===== src/rtl/core_if.sv =====
// core_if: instruction fetch stage.
// Generates the PC, fetches over an imem req/ack handshake, and buffers
// {addr, inst} pairs in a small FIFO for the decode side. Redirects flush
// the FIFO; a redirect that lands while a request is in flight drains that
// request before fetching at the new target.
// Optional feature macro: CORE_IF_MISALIGN_CHK_EN (misaligned-redirect
// detection with a HALT state). Without it, jump_addr_in[1:0] is ignored.
module core_if #(
    parameter logic [31:0] RESET_PC   = 32'h0000_0000,
    parameter int          FIFO_DEPTH = 2
) (
    input  logic        clk,
    input  logic        rst,
    output logic        imem_req_out,
    output logic [31:0] imem_addr_out,
    input  logic        imem_ack_in,
    input  logic [31:0] imem_data_in,
    input  logic        jump_en_in,
    input  logic [31:0] jump_addr_in,
    input  logic        hold_in,
    output logic        inst_valid_out,
    output logic [31:0] inst_out,
    output logic [31:0] inst_addr_out,
    output logic        misalign_out
);

    localparam int          PW  = $clog2(FIFO_DEPTH);
    localparam int          CW  = PW + 1;
    localparam logic [31:0] NOP = 32'h0000_0013;

`ifdef CORE_IF_MISALIGN_CHK_EN
    typedef enum logic [1:0] {S_IDLE, S_FETCH, S_DRAIN, S_HALT} state_t;
`else
    typedef enum logic [1:0] {S_IDLE, S_FETCH, S_DRAIN} state_t;
`endif

    state_t          r_state;
    logic [31:0]     r_pc;       // address of the current/next fetch
    logic [31:0]     r_tgt;      // redirect target parked while draining
    logic            r_misalign;
    logic [CW-1:0]   r_count;
    logic [PW-1:0]   r_rd_ptr;
    logic [PW-1:0]   r_wr_ptr;
    logic [31:0]     r_fifo_addr [FIFO_DEPTH];
    logic [31:0]     r_fifo_inst [FIFO_DEPTH];

    logic            w_req;
    logic            w_push;
    logic            w_pop;
    logic            w_valid;
    logic            w_mis;
    logic [31:0]     w_tgt;

`ifdef CORE_IF_MISALIGN_CHK_EN
    assign w_mis = |jump_addr_in[1:0];
    assign w_tgt = jump_addr_in;
`else
    // Low bits of the target are dropped: redirects are always word aligned.
    logic w_unused_jlo;
    assign w_unused_jlo = ^jump_addr_in[1:0];
    assign w_mis        = 1'b0;
    assign w_tgt        = {jump_addr_in[31:2], 2'b00};
`endif

    // Request while fetching with room in the FIFO; a drain keeps its request up.
    assign w_req   = ((r_state == S_FETCH) && (r_count < CW'(FIFO_DEPTH))) ||
                     (r_state == S_DRAIN);
    assign w_valid = (r_count != '0);
    assign w_push  = !jump_en_in && (r_state == S_FETCH) && w_req && imem_ack_in;
    assign w_pop   = !jump_en_in && w_valid && !hold_in;

    assign imem_req_out   = w_req;
    assign imem_addr_out  = r_pc;
    assign inst_valid_out = w_valid;
    assign inst_out       = w_valid ? r_fifo_inst[r_rd_ptr] : NOP;
    assign inst_addr_out  = w_valid ? r_fifo_addr[r_rd_ptr] : 32'h0;
    assign misalign_out   = r_misalign;

    // Fetch FSM and PC: redirects take priority over any handshake this cycle.
    always_ff @(posedge clk) begin
        if (rst) begin
            r_state    <= S_IDLE;
            r_pc       <= RESET_PC;
            r_tgt      <= RESET_PC;
            r_misalign <= 1'b0;
        end else begin
            r_misalign <= 1'b0;
            if (jump_en_in) begin
`ifdef CORE_IF_MISALIGN_CHK_EN
                if (w_mis) begin
                    r_misalign <= 1'b1;
                    r_state    <= S_HALT;
                end else
`endif
                if (w_req && !imem_ack_in) begin
                    // In-flight request must finish on the old address first.
                    r_tgt   <= w_tgt;
                    r_state <= S_DRAIN;
                end else begin
                    r_pc    <= w_tgt;
                    r_state <= S_FETCH;
                end
            end else begin
                case (r_state)
                    S_IDLE:  r_state <= S_FETCH;
                    S_FETCH: if (w_req && imem_ack_in) r_pc <= r_pc + 32'd4;
                    S_DRAIN: if (imem_ack_in) begin
                                 r_pc    <= r_tgt;
                                 r_state <= S_FETCH;
                             end
                    default: r_state <= r_state;
                endcase
            end
        end
    end

    // FIFO pointers and occupancy; a redirect empties the buffer.
    always_ff @(posedge clk) begin
        if (rst || jump_en_in) begin
            r_count  <= '0;
            r_rd_ptr <= '0;
            r_wr_ptr <= '0;
        end else begin
            if (w_push) r_wr_ptr <= r_wr_ptr + 1'b1;
            if (w_pop)  r_rd_ptr <= r_rd_ptr + 1'b1;
            if (w_push && !w_pop)      r_count <= r_count + 1'b1;
            else if (w_pop && !w_push) r_count <= r_count - 1'b1;
        end
    end

    // FIFO storage; contents are don't-care while the slot is empty.
    always_ff @(posedge clk) begin
        if (w_push) begin
            r_fifo_addr[r_wr_ptr] <= r_pc;
            r_fifo_inst[r_wr_ptr] <= imem_data_in;
        end
    end

endmodule


===== config.mk =====
export PLATFORM = sky130hd
export DESIGN_NAME = core_if
export DESIGN_NICKNAME = d
export VERILOG_FILES = /design/src/rtl/core_if.sv
export SDC_FILE = /design/constraint.sdc
export NUM_CORES = 1
export LEC_CHECK = 0
export BUFFER_PORTS_ARGS = -buffer_cell sky130_fd_sc_hd__buf_2
export CORE_MARGIN = 5
export CORE_UTILIZATION = 52
export DETAILED_ROUTE_END_ITERATION = 8
export PLACE_DENSITY = 0.76
export RECOVER_POWER = 100
export SYNTH_ARGS = -nofsm -noshare
export SYNTH_HDL_FRONTEND = slang
export SYNTH_SLANG_ARGS = --single-unit

===== constraint.sdc =====
create_clock -name clk -period 14.32 [get_ports clk]
set_clock_uncertainty 0.1 [all_clocks]
set_input_delay 2.864 -clock clk [delete_from_list [all_inputs] [get_ports clk]]
set_output_delay 2.864 -clock clk [all_outputs]
set_load 0.02 [all_outputs]

# ---- After elaboration in Yosys (flattened, before gate mapping)
# Memory sizes are Yosys's and may differ from the RTL's. A register that Yosys moved wholly into a read port is not among the register bits.
# Index checks and enable logic that the tools add are counted.
dict set report classes {
  n_addsub 5
  magnitude_cmp 1
  eq_ne 5
  n_mux 19
  reduce_logical 25
}
# cell n
set ops {}
lappend ops {{32-bit 2-to-1 mux} 6}
lappend ops {{32-bit case mux with 2 select lines} 1}
lappend ops {{32-bit by 3-bit adder with 32-bit output, second input constant} 1}
lappend ops {{1-bit logical AND} 10}
lappend ops {{2-bit 2-to-1 mux} 5}
lappend ops {{1-bit 2-to-1 mux} 6}
lappend ops {{3-bit nonzero test} 2}
lappend ops {{1-bit logical NOT} 5}
lappend ops {{2-bit case mux with 2 select lines} 1}
lappend ops {{2-bit AND reduction} 2}
lappend ops {{4-bit AND reduction} 1}
lappend ops {{2-bit nonzero test} 2}
lappend ops {{3-bit by 2-bit != test with 1-bit output, second input constant} 1}
lappend ops {{3-bit != test, second input constant} 1}
lappend ops {{1-bit adder, second input constant} 2}
lappend ops {{2-bit by 1-bit adder with 2-bit output, second input constant} 1}
lappend ops {{2-bit by 1-bit == test with 1-bit output, second input constant} 1}
lappend ops {{2-bit == test, second input constant} 1}
lappend ops {{2-bit logical NOT} 1}
lappend ops {{1-bit logical OR} 2}
lappend ops {{2-bit less-than comparator, second input constant} 1}
lappend ops {{2-bit != test, second input constant} 1}
lappend ops {{2-bit by 1-bit subtractor with 2-bit output, second input constant} 1}
dict set report word_totals {
  regBits 68
  ram_bits 128
  input_bits 69
  output_inout_bits 99
  word_cells 63
  memories 2
}
# name words width read_ports rd_clocked_by_memory_dff wr line_no
set memory_table {}
lappend memory_table {r_fifo_addr 2 32 1 1 1 44} ;# logic [31:0] r_fifo_addr [FIFO_DEPTH];
lappend memory_table {r_fifo_inst 2 32 1 1 1 45} ;# logic [31:0] r_fifo_inst [FIFO_DEPTH];

# ---- Depth between registers and ports, before layout
# Gate-level depths: netlist of run 1.
dict set report logic_depth {
  ltp_word 9
  mapped_depth 8
  mapped_depth_nobuf 6
}

# ---- Worst setup path before layout of run 1
# Ideal clock, no wire load.
dict set report synth_path {
  kind {input port to flip-flop}
  start {input port jump_en_in}
  end {memory r_fifo_addr[0][10], enable pin}
  arrival_ns 9.250
  t_required_ns 13.585
  setup_slack_ns 4.334
  path_stages 3
  n_path_buf 2
  path_cell_list {clkbuf_1 -> buf_1 -> nor4_1}
}
dict set report synth_between {
  elab_chain_cells 6
}
# element line_no
set synth_rtl {}
lappend synth_rtl {{start: declaration} 18} ;# input logic jump_en_in,
lappend synth_rtl {{1-bit logical NOT} 69} ;# assign w_push = !jump_en_in && (r_state == S_FETCH) && w_req && imem_ack_in;
lappend synth_rtl {{1-bit logical AND (3 in a row)} 69}
lappend synth_rtl {{1-bit 2-to-1 mux} 133} ;# if (w_push) begin
lappend synth_rtl {{1-bit 2-to-1 mux (not written as such)} 134} ;# r_fifo_addr[r_wr_ptr] <= r_pc;
lappend synth_rtl {{end: declaration} 44}
# Every way passes these cells.

# ---- Final worst setup path of run 1
dict set report layout_path {
  start {input port jump_en_in}
  end {memory r_fifo_inst[1][24], enable pin}
}
dict set report layout_between {
  elab_chain_cells 6
}
# element line_no
set layout_rtl {}
lappend layout_rtl {{1-bit logical NOT} 69}
lappend layout_rtl {{1-bit logical AND (3 in a row)} 69}
lappend layout_rtl {{net w_push} 48} ;# logic w_push;
lappend layout_rtl {{1-bit 2-to-1 mux} 133}
lappend layout_rtl {{1-bit 2-to-1 mux (not written as such)} 135} ;# r_fifo_inst[r_wr_ptr] <= imem_data_in;
lappend layout_rtl {{end: declaration} 45}
# The timed path passes the listed nets, and every way through them passes these cells.

==> summary.md, run 1 <==
| Metric | Value |
|---|---|
| Status | `finished, violations left` |
| Failing checks | `max-capacitance violations, max-slew violations` |
| Clock Path Buffers | `2` |
| Top Usage Layer GRT | `met2` |
| Hold depth | `2` |
| CP Depth | `5` |
| Crit path kind | `in2reg` |
| Detailed Route WL | `20800 um` |
| Pwr per Cell Area | `124 nW/um^2` |
| Count leader, synth | `edfxtp_1` |
| Max cap viols | `6` |
| Netlist cell types | `65` |
| Yosys reg bits | `191` |
| Critical path origin | `jump_en_in` |
| CP cell instances | `buf_2 > clkbuf_1 > nor3_1 > and2_0 > clkbuf_1` |
| Setup WS post-layout | `6.83 ns` |
| Pre-CTS setup slack | `9.08 ns` |
| Post-layout min period | `7.49 ns` |
| Fin crit share | `0.523` |
| Core area | `15900 sq um` |
| Largest net degree at the start of global routing | `66` |
| R2R setup slack | `9.64 ns` |
| Synth warn | `0` |
| Via count | `6582` |
| Vias/cell | `5.71` |
| DP Cell Count | `1121` |
| Met3 Usage GRT | `0.0603` |
| Initial Utilization | `0.532` |
| Area Overhead vs Synth | `15.3%` |
| CP max-delay cell | `clkbuf_1` |
| Startpoint Class | `primary input` |
| Register area share after synthesis | `0.597` |
| RR Endpoint | `r_fifo_inst[1][24]` |
| Hold Fails Final Rpt | `0` |
| Dominant cell type by area after synthesis | `edfxtp_1` |
| R2r startpoint | `r_state[0]` |
| Global-route wire length before repair | `32200 um` |
| I/O pin cnt | `168` |
| Layout Cells excl Fill | `1153` |
| Worst EP required | `14.20 ns` |
| CTS Buf Count | `17` |
| Clk_lat worst skew | `0.43 ns` |
| Reg clk slew, reported paths | `0.07 ns` |
| PortBufs | `160` |
| # diodes | `0` |
| WL/cell | `18.0 um` |
| FMAX | `133 MHz` |
| Yosys top cell area share | `0.439` |
| Post-Syn Area | `8480 sq um` |
| Hold-fix buffer count after cts | `0` |
| Hold EP | `r_tgt[13]` |
| Top FF cell, synth | `edfxtp_1` |
| DRT Pass-1 Iters | `5` |
| Root Buffer | `clkbuf_16` |
| CTS Sinks | `191` |
| Final ANT Viol Nets | `0` |
| Global routing usage on met1 | `0.300` |
| Critical Path Sink Type | `register` |
| Crit Path Max Fanout | `52` |
| Async S/R FF share, synth | `0` |
| Util after Layout | `0.613` |
| Reg2reg path depth | `4` |
| DRC viols | `0` |
| Worst-Margin Slew | `3.60 ns` |
| Syn Area/Cell | `10.8 sq um` |
| Top Family by Delay on Critical Path | `buffers and inverters` |
| Post-synth EDFFs | `124` |
| Clock network fraction of design power | `0.374` |
| Sw Share | `0.275` |
| Min-delay src | `r_tgt[13]` |
| GPL Wtd Cong | `0.832` |
| M2 GR Usage | `0.336` |
| Leak pwr | `3.23 nW` |
| Most frequent CP cell | `clkbuf_1` |
| Site Rows | `46` |
| Seq pwr share | `0.524` |
| Vias in the first global route | `6177` |
| Slew margin rel. | `-1.41` |
| Die H | `138 um` |
| Initial antenna violation count | `1` |
| Die width | `138 um` |
| Comb pwr share | `0.102` |
| CTS H-tree depth | `4` |
| DIE AREA | `19000 sq um` |
| Arr. time, crit path | `7.37 ns` |
| Slowest stage delay, CP | `2.04 ns` |
| Maximum VDD drop | `0.0825 mV` |
| Layout cells sized above 1 | `0.117` |
| CTS tree | `done` |
| Detailed router's first-iteration violation count | `712` |
| Final nets | `995` |
| Post-cts sizing count | `0` |
| Top post-synthesis cells by count | `edfxtp_1 (124), nand2_1 (121), nor2_1 (92)` |
| P_int | `0.881 mW` |
| Setup TNS | `0 ns` |
| Grt total ovfl | `0` |
| RSZ-0062 raised after global routing | `false` |
| HPWL Detailed | `13300 um` |
| Buffer count from post-CTS setup fixing | `0` |
| Synth top area cells | `edfxtp_1 (44%), dfxtp_1 (16%), mux2i_1 (7.9%)` |
| Worst min path class | `reg2reg` |
| Setup violators final | `0` |
| Switching Power | `0.334 mW` |
| GRT Total Usage | `0.220` |
| Worst Path Buf+Inv | `3` |
| Synth Instances | `787` |
| Slew Limit Fails | `297` |
[kinds of logic (layout without fill, tap and decap cells)]
group,Yosys count,after routing,synth area share
xor+xnor,10,10,0.0103
compound gates,148,148,0.108
mux,67,67,0.0791
other cells,1,5,0.000442
flops,191,191,0.597
simple gates,303,303,0.164
buf+inv,65,211,0.0379
fa+ha+maj,2,2,0.00295
[routing by layer]
metal,part of all wire,vias to the layer above
li1,-,3121
met1,0.43,3096
met2,0.45,324
met3,0.10,39
met4,0.019,2
met5,0.00096,-
[area by class of cell]
type | instances | area, sq um
fill | 1380 | 6170
sequential | 191 | 5060
multi-input combinational | 535 | 3100
timing repair buffer | 171 | 734
clock buffer | 17 | 425
tap | 216 | 270
clock inverter | 15 | 150
inverter | 8 | 30.0
[per-stage QoR]
step / hold WS (ns) / power [mW] / area, sq um
floorplan: 0.332 / 0.725 / 8490
global placement: 0.337 / 0.770 / 9370
detailed placement: 0.345 / 0.774 / 9370
CTS: 0.356 / 1.22 / 9950
global route: 0.373 / 1.27 / 9770
finish: 0.355 / 1.21 / 9770
[state kept, by name, summed over array words and instances, names as in the netlist, named ones only]
name,count
r_fifo_addr,60
r_rd_ptr,1
r_count,2
imem_addr_out,30
r_state,2
r_fifo_inst,64
r_wr_ptr,1
r_tgt,30
[worst max path at each step]
stage	end	slack, ns
6_report	r_fifo_inst[1][24]	6.83
5_1_grt	r_fifo_addr[1][7]	6.46
4_1_cts	inst_addr_out[7]	9.22
3_5_place_dp	r_fifo_addr[1][8]	9.08
3_3_place_gp	r_fifo_addr[1][8]	9.06
2_1_floorplan	r_fifo_addr[0][10]	4.33
[placed cells by master, fill, tap and decap left out, drive strengths merged, types with 17 or more instances in the layout]
cell      n
mux2i    67
o21ai    35
dfxtp    67
nand3    17
buf      66
nor2     92
edfxtp  124
clkbuf  122
a21oi    55
nand2   122
[worst register-to-register path, cell delays in order (launching register included)]
cell	delay (ns)
dfxtp_1	0.40
or3b_2	0.53
nor3_1	0.32
and2_0	0.79
clkbuf_1	2.04
[power by group through the flow]
stage	registers (mW)	logic, mW	clock network (mW)
5_1_grt	0.640	0.137	0.490
3_5_place_dp	0.647	0.127	0
4_1_cts	0.635	0.128	0.461
3_3_place_gp	0.646	0.124	0
2_1_floorplan	0.649	0.0766	0
6_report	0.637	0.124	0.454
Power figures use the tool's default switching activity.
==> run 2, diff against run 1 <==
CORE_UTILIZATION = 50   (was 52)
clock period = 6.86 ns   (was 14.32 ns; I/O delays follow)
==> summary.md, run 2 (same netlist as run 1, synthesis figures left out) <==
| Metric | Value |
|---|---|
| HPWL Detailed | `13400 um (+1.0%)` |
| Worst EP required | `6.75 ns (-7.45 ns)` |
| DRT Pass-1 Iters | `5 (unchanged)` |
| Critical Path Sink Type | `register` |
| Final ANT Viol Nets | `0 (unchanged)` |
| Worst-Margin Slew | `2.38 ns (-1.22 ns)` |
| Status | `finished, violations left` |
| Startpoint Class | `primary input` |
| GRT Total Usage | `0.207 (-0.0126)` |
| CTS Sinks | `191 (unchanged)` |
| Max reg flops | `64 (unchanged)` |
| Setup violators final | `0 (unchanged)` |
| Final nets | `995 (unchanged)` |
| Grt total ovfl | `0 (unchanged)` |
| Vias/cell | `5.65 (-1.0%)` |
| Leak pwr | `3.26 nW (+0.81%)` |
| Worst min path class | `reg2reg` |
| Maximum VDD drop | `0.169 mV (+110%)` |
| CP max-delay cell | `clkbuf_1` |
| DIE AREA | `19700 sq um (+3.7%)` |
| Pwr Total | `2.57 mW (+110%)` |
| DRC viols | `0 (unchanged)` |
| Buffer count from post-CTS setup fixing | `0 (unchanged)` |
| DP Cell Count | `1125 (+0.36%)` |
| Root Buffer | `clkbuf_16` |
| Setup WS post-layout | `1.91 ns (-4.92 ns)` |
| Core area | `16600 sq um (+4.0%)` |
| Die width | `140 um (+1.8%)` |
| RSZ-0062 raised after global routing | `false` |
| WL/cell | `17.8 um (-1.1%)` |
| GPL Wtd Cong | `0.867 (+4.2%)` |
| Most frequent cells in the layout | `edfxtp_1 (124), nand2_1 (121), clkbuf_1 (101)` |
| Crit Path Max Fanout | `51 (-1.9%)` |
| Arr. time, crit path | `4.85 ns (-2.52 ns)` |
| Max cap viols | `4 (-2)` |
| Most frequent CP cell | `clkbuf_1` |
| Slew margin rel. | `-0.587 (+0.819)` |
| Layout cells sized above 1 | `0.123 (+0.00547)` |
| Worst Path Buf+Inv | `3 (unchanged)` |
| Largest regs | `r_fifo_inst (64), r_fifo_addr (60)` |
| Die H | `140 um (+1.8%)` |
| Reg clk slew, reported paths | `0.07 ns (about the same)` |
| PortBufs | `160 (unchanged)` |
| FMAX | `202 MHz` |
| Initial Utilization | `0.511 (-0.0205)` |
| Detailed router's first-iteration violation count | `660 (-7.3%)` |
| Pwr per Cell Area | `262 nW/um^2 (+110%)` |
| Post-layout min period | `4.95 ns` |
| Via count | `6533 (-0.74%)` |
| Post-cts sizing count | `0 (unchanged)` |
| CP cell instances | `buf_2 > clkbuf_1 > nor4_1 > clkbuf_1` |
| Area Overhead vs Synth | `15.8%` |
| CTS H-tree depth | `4 (unchanged)` |
| Clock Path Buffers | `2 (unchanged)` |
| Initial antenna violation count | `0 (-1)` |
| CTS Buf Count | `17 (unchanged)` |
| Setup TNS | `0 ns (unchanged)` |
| Top Family by Delay on Critical Path | `buffers and inverters` |
| Hold-fix buffer count after cts | `0 (unchanged)` |
| Layout Cells excl Fill | `1156 (+0.26%)` |
| Largest net degree at the start of global routing | `66 (unchanged)` |
| Hold Fails Final Rpt | `0 (unchanged)` |
| Slowest stage delay, CP | `1.73 ns (-0.31 ns)` |
| Largest register by flop count | `r_fifo_inst` |
| Pre-CTS setup slack | `2.99 ns (-6.09 ns)` |
| Slew Limit Fails | `175 (-41%)` |
| Crit path kind | `in2reg` |
| I/O pin cnt | `168 (unchanged)` |
| Global-route wire length before repair | `32600 um (+1.4%)` |
| CTS tree | `done` |
| Detailed Route WL | `20600 um (-0.84%)` |
| Failing checks | `max-capacitance violations, max-slew violations` |
| Site Rows | `47 (+2.2%)` |
| Clk_lat worst skew | `0.43 ns (about the same)` |
| Vias in the first global route | `6127 (-0.81%)` |
| # diodes | `0 (unchanged)` |
| Most common cell after layout, fill and taps aside | `edfxtp_1` |
| Fin crit share | `0.722` |
==> run 2: worst paths after layout <==
kind               from                 end  slack [ns]  cells past startpoint
max          jump_en_in  r_fifo_addr[0][27]        1.91                      4
min           r_tgt[15]           r_tgt[15]        0.35                      2
max reg2reg  r_state[0]    imem_addr_out[7]        3.08                      6
min reg2reg   r_tgt[15]           r_tgt[15]        0.35                      2
==> run 2: metrics by stage <==
step | instance area (sq um) | hold WS [ns] | util
4_1_cts | 9980 | 0.353 | 0.602
6_report | 9820 | 0.352 | 0.592
5_1_grt | 9820 | 0.368 | 0.592
3_3_place_gp | 9390 | 0.337 | 0.566
2_1_floorplan | 8500 | 0.332 | -
3_5_place_dp | 9390 | 0.344 | 0.566
==> run 2: layout make-up <==
type | instances | area (sq um)
flip-flops and latches | 191 | 5070
well taps | 220 | 275
clock buffers | 17 | 425
repair buffers | 171 | 742
clock inverters | 14 | 165
fillers | 1476 | 6770
multi-input cells | 535 | 3110
inverters | 8 | 30.0
==> run 2: metal layers <==
layer	vias up	global-route usage	wire length [um]
li1	3126	-	-
met1	3081	0.286	9080
met2	295	0.324	9480
met3	31	0.0491	1660
met4	0	0.0704	386
met5	-	0	0
==> run 2: power by group <==
part | internal [mW] | switching, mW
Clock | 0.571 | 0.411
Combinational | 0.0823 | 0.176
Sequential | 1.27 | 0.0557
Total | 1.92 | 0.642
==> run 2: worst reg2reg max path, cell delays in order, from the launching register on <==
cell	delay, ns
dfxtp_1	0.39
nand2b_1	0.13
clkbuf_1	1.21
a21oi_1	0.62
or2_2	0.72
a211oi_1	0.37
nor3_1	0.09
==> run 3, diff against run 2 <==
clock period = 4.23 ns   (was 6.86 ns; I/O delays follow)
==> summary.md, run 3 (same netlist as run 1, synthesis figures left out) <==
| Metric | Value |
|---|---|
| Status | `finished, violations left` |
| Failing checks | `max-capacitance violations, max-slew violations` |
| Detailed router's first-iteration violation count | `644 (-2.4%)` |
| Root Buffer | `clkbuf_16` |
| Fin crit share | `0.838` |
| Hold-fix buffer count after cts | `0 (unchanged)` |
| Grt total ovfl | `0 (unchanged)` |
| Post-layout min period | `3.54 ns` |
| DIE AREA | `19700 sq um (unchanged)` |
| Setup TNS | `0 ns (unchanged)` |
| Clk_lat worst skew | `0.43 ns (about the same)` |
| Reg area | `5070 sq um (unchanged)` |
| Initial antenna violation count | `1 (+1)` |
| RSZ-0062 raised after global routing | `false` |
| Layout cells sized above 1 | `0.120 (-0.00291)` |
| FMAX | `282 MHz` |
| Worst EP required | `4.21 ns (-2.54 ns)` |
| I/O pin cnt | `168 (unchanged)` |
| Vias in the first global route | `6074 (-0.87%)` |
| Reg2reg path depth | `4 (-2)` |
| Worst min path class | `reg2reg` |
| Max cap viols | `1 (-3)` |
| GPL Wtd Cong | `0.866 (-0.13%)` |
| DRT Pass-1 Iters | `5 (unchanged)` |
| Post-cts sizing count | `0 (unchanged)` |
| CTS H-tree depth | `4 (unchanged)` |
| Slew Limit Fails | `34 (-81%)` |
| Leak pwr | `3.26 nW (about the same)` |
| Global-route wire length before repair | `32600 um (-0.11%)` |
| Hold Fails Final Rpt | `0 (unchanged)` |
| Hold depth | `2 (unchanged)` |
| Largest net degree at the start of global routing | `65 (-1.5%)` |
| CTS tree | `done` |
| Max reg flops | `64 (unchanged)` |
| Most common cell after layout, fill and taps aside | `edfxtp_1` |
| Vias/cell | `5.73 (+1.4%)` |
| Footprint of the multi-input gates | `3110 sq um (about the same)` |
| Site Rows | `47 (unchanged)` |
| WL/cell | `18.0 um (+0.77%)` |
| Crit path kind | `in2reg` |
| Largest register by flop count | `r_fifo_inst` |
| Die H | `140 um (unchanged)` |
| Worst-Margin Slew | `1.81 ns (-0.574 ns)` |
| GRT Total Usage | `0.208 (+0.000554)` |
| PortBufs | `160 (unchanged)` |
| Critical Path Sink Type | `register` |
| Pwr per Cell Area | `422 nW/um^2 (+61%)` |
| CTS Sinks | `191 (unchanged)` |
| DRC viols | `0 (unchanged)` |
| Core area | `16600 sq um (unchanged)` |
| Area Overhead vs Synth | `16.2%` |
| RR Endpoint | `r_fifo_inst[1][26]` |
| Detailed Route WL | `20900 um (+1.3%)` |
| Final-layout fill cell count | `1461 (-1.0%)` |
| Via count | `6658 (+1.9%)` |
| Buffer count from post-CTS setup fixing | `0 (unchanged)` |
| R2R setup slack | `0.77 ns (-2.31 ns)` |
| CTS Buf Count | `17 (unchanged)` |
| Reg clk slew, reported paths | `0.07 ns (about the same)` |
| Die width | `140 um (unchanged)` |
| Maximum VDD drop | `0.305 mV (+80%)` |
| # diodes | `0 (unchanged)` |
| Slew margin rel. | `-0.204 (+0.383)` |
| Arr. time, crit path | `3.52 ns (-1.33 ns)` |
| Final ANT Viol Nets | `0 (unchanged)` |
| Clock Path Buffers | `2 (unchanged)` |
| Most frequent cells in the layout | `edfxtp_1 (124), nand2_1 (122), clkbuf_1 (109)` |
| Largest regs | `r_fifo_inst (64), r_fifo_addr (60)` |
| Critical path origin | `jump_en_in` |
| Final nets | `1000 (+0.50%)` |
| Design Area, Final | `9850 sq um (+0.38%)` |
| Setup violators final | `0 (unchanged)` |
| Min-delay src | `r_tgt[11]` |
| Startpoint Class | `primary input` |
| Crit Path Max Fanout | `22 (-57%)` |
| Placed cell area | `9440 sq um (+0.53%)` |
| Initial Utilization | `0.511 (unchanged)` |
| R2r startpoint | `r_count[1]` |
| HPWL Detailed | `13900 um (+3.4%)` |
| Hold EP | `r_tgt[11]` |
run 3: cell types whose count changed in the layout (fill, tap and decap cells not counted), sizes merged:
cell,previous run,this run
clkbuf,118,127
inv,11,14
clkinvlp,3,4
bufinv,3,2
buf,70,67
clkinv,5,2
run 3: per-layer routing:
metal / track usage / routed length [um] / up-vias
li1: - / - / 3138
met4: 0.0678 / 386 / 2
met3: 0.0515 / 2010 / 34
met1: 0.284 / 8680 / 3143
met5: 0 / 13 / -
met2: 0.327 / 9780 / 341
run 3: critical path: stages:
cell      delay [ns]
clkbuf_1        0.42
nor3_1          0.51
and2_0          1.17
clkbuf_2        0.56
run 3: metrics by stage:
stage           util  hold WS [ns]  setup WS [ns]  instances  total power [mW]
2_1_floorplan      -         0.332          0.343        791              2.45
3_5_place_dp   0.569         0.347           1.25       1130              2.63
4_1_cts        0.604         0.357          0.950       1162              4.19
5_1_grt        0.594         0.372          0.455       1162              4.32
6_report       0.594         0.355          0.687       1162              4.16
3_3_place_gp   0.569         0.338           1.25       1130              2.61
run 3: area by class of cell:
class / count / area share
Clock inverter: 14 / 0.0160
Inverter: 8 / 0.00305
Sequential cell: 191 / 0.514
Tap cell: 220 / 0.0279
Multi-Input combinational cell: 535 / 0.316
Clock buffer: 18 / 0.0436
Timing Repair Buffer: 176 / 0.0792
run 3: report_power, final:
group | leakage (nW) | internal, mW | switching [mW]
logic | 1.31 | 0.135 | 0.287
registers | 1.68 | 2.06 | 0.0925
clock network | 0.275 | 0.883 | 0.699
run 3: worst max path at each step:
stage | end | cells after the start | slack, ns
floorplan | r_fifo_addr[0][10] | 3 | 0.34
global placement | imem_addr_out[26] | 5 | 1.25
detailed placement | imem_addr_out[26] | 5 | 1.25
CTS | inst_addr_out[7] | 4 | 0.95
global route | r_fifo_inst[1][30] | 4 | 0.45
finish | r_fifo_inst[1][26] | 4 | 0.69
